File: src/rtl/coef_stream_loader.sv
// Serial-to-parallel coefficient loader: a tlast-framed stream fills a shadow bank.
// The active bank c[] is replaced in one edge when exactly NC words arrive.
module coef_stream_loader #(
    parameter int COEFW = 18,
    parameter int NC    = 6,
    parameter int ERRW  = 8
) (
    input  logic             clk,
    input  logic             rst_n,
    input  logic [COEFW-1:0] s_tdata,
    input  logic             s_tvalid,
    output logic             s_tready,
    input  logic             s_tlast,
    output logic [COEFW-1:0] c [NC],
    output logic             c_valid,
    output logic             c_update,
    output logic             err,
    output logic [ERRW-1:0]  err_count
);

    localparam int IDXW = (NC > 1) ? $clog2(NC) : 1;
    localparam logic [IDXW-1:0] LAST_IDX = IDXW'(NC - 1);
    localparam logic [ERRW-1:0] ERR_MAX  = {ERRW{1'b1}};

    localparam logic [1:0] ST_LOAD    = 2'd0;
    localparam logic [1:0] ST_DISCARD = 2'd1;
    localparam logic [1:0] ST_COMMIT  = 2'd2;

    logic [1:0]      state_reg;
    logic [IDXW-1:0] idx_reg;
    logic            c_valid_reg;
    logic            c_update_reg;
    logic            err_reg;
    logic [ERRW-1:0] err_count_reg;
    logic [ERRW-1:0] err_count_next;
    logic            beat;
    logic            load_beat;
    logic            at_last;

    // Ready comes only from registered state and reset, never from s_tvalid.
    assign s_tready  = rst_n && (state_reg != ST_COMMIT);
    assign beat      = s_tvalid && s_tready;
    assign load_beat = beat && (state_reg == ST_LOAD);
    assign at_last   = (idx_reg == LAST_IDX);

    assign err_count_next = (err_count_reg == ERR_MAX) ? err_count_reg
                                                       : err_count_reg + ERRW'(1);

    always_ff @(posedge clk) begin
        if (!rst_n) begin
            state_reg     <= ST_LOAD;
            idx_reg       <= '0;
            c_valid_reg   <= 1'b0;
            c_update_reg  <= 1'b0;
            err_reg       <= 1'b0;
            err_count_reg <= '0;
        end else begin
            c_update_reg <= 1'b0;
            err_reg      <= 1'b0;
            case (state_reg)
                ST_LOAD: begin
                    if (beat) begin
                        if (at_last) begin
                            idx_reg <= '0;
                            if (s_tlast) begin
                                state_reg <= ST_COMMIT;
                            end else begin
                                // Too many words: flag now, swallow the rest of the frame.
                                err_reg       <= 1'b1;
                                err_count_reg <= err_count_next;
                                state_reg     <= ST_DISCARD;
                            end
                        end else if (s_tlast) begin
                            err_reg       <= 1'b1;
                            err_count_reg <= err_count_next;
                            idx_reg       <= '0;
                        end else begin
                            idx_reg <= idx_reg + IDXW'(1);
                        end
                    end
                end
                ST_DISCARD: begin
                    if (beat && s_tlast) begin
                        state_reg <= ST_LOAD;
                        idx_reg   <= '0;
                    end
                end
                ST_COMMIT: begin
                    c_update_reg <= 1'b1;
                    c_valid_reg  <= 1'b1;
                    idx_reg      <= '0;
                    state_reg    <= ST_LOAD;
                end
                default: begin
                    state_reg <= ST_LOAD;
                    idx_reg   <= '0;
                end
            endcase
        end
    end

    genvar gi;
    generate
        for (gi = 0; gi < NC; gi++) begin : g_coef
            logic [COEFW-1:0] sh_reg;
            logic [COEFW-1:0] c_reg;

            always_ff @(posedge clk) begin
                if (!rst_n) begin
                    sh_reg <= '0;
                    c_reg  <= '0;
                end else begin
                    if (load_beat && (idx_reg == IDXW'(gi)))
                        sh_reg <= s_tdata;
                    if (state_reg == ST_COMMIT)
                        c_reg <= sh_reg;
                end
            end

            assign c[gi] = c_reg;
        end
    endgenerate

    assign c_valid   = c_valid_reg;
    assign c_update  = c_update_reg;
    assign err       = err_reg;
    assign err_count = err_count_reg;

endmodule
File: config.mk
export PLATFORM = sky130hd
export DESIGN_NAME = coef_stream_loader
export DESIGN_NICKNAME = d
export VERILOG_FILES = /design/src/rtl/coef_stream_loader.sv
export SDC_FILE = /design/constraint.sdc
export NUM_CORES = 1
export LEC_CHECK = 0
export ABC_AREA = 1
export CORE_ASPECT_RATIO = 1.5
export CORE_MARGIN = 2
export CORE_UTILIZATION = 40
export DETAILED_ROUTE_END_ITERATION = 6
export SETUP_SLACK_MARGIN = 0.02
export SYNTH_ARGS = -nofsm -noshare
export SYNTH_HDL_FRONTEND = slang
export SYNTH_SLANG_ARGS = --single-unit
File: constraint.sdc
create_clock -name clk -period 2.34 [get_ports clk]
set_input_delay 0.351 -clock clk [delete_from_list [all_inputs] [get_ports clk]]
set_output_delay 0.351 -clock clk [all_outputs]
set_load 0.03 [all_outputs]
==> metrics.txt <==
Fmax=between 400 and 500 MHz; Power Dens Cells=roughly 780 mW/mm2; global route overflow=0; synthesis-stage register bit count=232; DP Worst Slack=between 0.15 and 0.2 ns; vias in the first global route=5999; hold endpoint=err_count[5]; switching share of power=22.0%; CTS H-tree lvls=1; Finished Layout Cells=about 1300; critical path arrival=2.50 ns; Port Buffers=141; CP startpoint kind=register; count leader, synth=nor2_1; largest cells by area after synthesis=dfxtp_1 59%, nor2_1 11%, a22o_1 10%; Layout Nets=1034; DP Cell Count=between 1000 and 1500; HP Class=in -> reg; Yosys top cell area share=58.9%; Util after Layout=53.5%; final hold viol count=0; first-pass GRT wire length=33900 um; die area=0.0209 mm2; clock sinks=232; Worst-Margin Slew=around 0.76 ns; via count=about 6300; fillers=1811; R2R Path End=err_count[4]; Die Width=between 100 and 150 um; Synth Instances=874; P_sw=1.78 mW; Async SR Flop Fraction=0%; Max Cap Viol=0; number of synthesized flops with an enable pin=0; Most used DFF post-synth=dfxtp_1; GRT Total Usage=20.2%; drt drc=0; final setup margin=0.241 ns; initial core utilization=41.0%; Final Instance Area=0.0103 mm2; Worst-path clk slew=0.07 ns; # IOs=142; synthesized area per cell=9.02 um2; vias per cell=4.93; Final HPWL DP=13300 um; worst r2r src=idx_reg[1]; Leak=4.27 nW; postcts setup bufs=0; Initial DRT Pass Iterations=4; yosys warns=0; relative slew slack=49.0%; status=complete, no violations; largest area contributor in the synthesized netlist=dfxtp_1; CTS tree=built; CP max-delay cell=dfxtp_1; worst vdd ir=slightly below 0.0005 V; Post-Route WL=21600 um; cts bufs inserted=22; CTS Buffer Depth=3; delay-heaviest family, CP=simple AND/OR/NAND/NOR gates; DP Area=0.00953 mm2; DR WL/cell=16.9 um; ANT nets after route=0; Largest stage delay, worst path=0.38 ns; sequential power share=50.1%; syn_nets=904; reg2reg setup slack=about 0.24 ns; CTS resizes=0; CTS Hold Bufs=0; core area=about 0.019 mm2; GP Congestion=0.759; Post-synth top cells=235 x nor2_1, 232 x dfxtp_1, 103 x o21ai_0; FF-to-FF path depth=11; layout cells sized above 1=6.96%; combinational share of power=4.2%; worst-case hold slack=0.128 ns; crit path kind=reg -> reg; largest net degree at the start of global routing=between 100 and 150; initial drt markers=396; RSZ-0062 raised after global routing=false; Final Skew=around 0.009 ns; register area=0.00464 mm2; Setup TNS Final=0 ns; clock power share=45.7%; register area share after synthesis=58.9%; Critical Path RT=2.74 ns; clock root cell=clkbuf_16; Post-Synthesis Cell Area=between 0.007 and 0.008 mm2; Cell variety after synth=26; critical path fanouts, max=6; Buffers & Inverters on Critical Path=3; Crit. End Element=register; initial antenna violation count=0; clock latency on the worst-skew pair=0.51 ns; multi-input logic area=0.00295 mm2; n_diodes=0; Die Y=176 um; final worst-path cycle share=about nine tenths; CP Cell Sequence=inv_1, ha_1, nand2_1, inv_1, ha_1, or2_2, nor2_1, buf_4, nand3_1, nand2_1, nor2_1; area grow syn2layout=30.5%; Setup violations, final=0; Worst Hold Depth=3; hold wc startpoint=rst_n; Int Pwr=about 6.3 mW; Slew Viols, Final=0; fin crit period=about 2.1 ns; cell row count=62; Power Total=8.08 mW
[cell families (layout without fill, tap and decap cells)]
logic type,after synthesis,count (layout),share of synthesized area [%]
AND/OR/NAND/NOR,347,347,17.7
flip-flops,232,232,58.9
AO/OA/AOI/OAI,214,214,18.0
buffers and inverters,70,216,3.78
adder cells (fa/ha/maj),8,8,1.27
XOR/XNOR,3,3,0.333
[power groups by stage]
| stage | sequential (mW) | combinational (mW) | clock [mW] |
|---|---|---|---|
| after global routing | 4.05 | 0.373 | 3.92 |
| after global placement | 4.13 | 0.338 | 0 |
| final | 4.05 | 0.340 | 3.69 |
| after CTS | 4.04 | 0.341 | 3.77 |
| after detailed placement | 4.13 | 0.339 | 0 |
| after floorplan | 4.13 | 0.170 | 0 |
[layout by cell type, fill, tap and decap left out]
cell             Yosys  layout
clkbuf_1            20       1
a22o_1              92      92
nor2_4               6       7
nand2_2              0       1
clkdlybuf4s50_1      0     139
clkinv_2             0       6
o21ai_0            103     103
clkbuf_16            0      23
buf_12               0       2
xor2_1               2       2
inv_2                7       6
inv_1               15      15
nand4_1              2       2
buf_4                1      13
clkbuf_8             0       9
nand3_1             13      13
o21bai_1             1       1
o211ai_1             1       1
a21oi_1             10      10
nand4_4              1       1
dfxtp_1            232     232
nor3_1               1       1
bufinv_16            0       1
clkinvlp_4           0       1
or2_2                1       1
nor2_1             235     235
nand3b_1             1       1
o21ai_1              7       7
xnor2_1              1       1
ha_1                 8       8
nand2_1             86      85
[cell type report]
| class | instances | share of cell area [%] |
|---|---|---|
| Sequential cell | 232 | 45.1 |
| Multi-Input combinational cell | 572 | 28.7 |
| Timing Repair Buffer | 154 | 14.9 |
| Clock buffer | 33 | 6.83 |
| Tap cell | 256 | 3.11 |
| Inverter | 22 | 0.814 |
| Clock inverter | 7 | 0.608 |
[worst reg2reg max path: stages, from the launching register on]
cell and delay (ns):
dfxtp_1 0.38, inv_1 0.08, ha_1 0.19, nand2_1 0.15, inv_1 0.10, ha_1 0.18
or2_2 0.29, nor2_1 0.25, buf_4 0.20, nand3_1 0.07, nand2_1 0.07, nor2_1 0.04
[worst max-delay path by stage]
stage                from      endpoint  slack [ns]  cells after the start
2_1_floorplan  idx_reg[1]  err_count[0]        0.49                     11
3_3_place_gp      s_tlast  err_count[7]        0.16                      8
3_5_place_dp      s_tlast  err_count[7]        0.17                      8
4_1_cts        idx_reg[1]  err_count[7]        0.20                     10
5_1_grt        idx_reg[1]  err_count[4]        0.07                     11
6_report       idx_reg[1]  err_count[4]        0.24                     11
[layer usage]
layer | part of all wire, % | global-route usage (%) | vias to the layer above
met1 | 45 | 26.6 | 2888
met5 | 0 | 0 | -
met2 | 46 | 32.6 | 173
met4 | 3.5 | 8.18 | 0
met3 | 5.5 | 4.04 | 44
li1 | - | - | 3190
(Power assumes the default switching activity.)
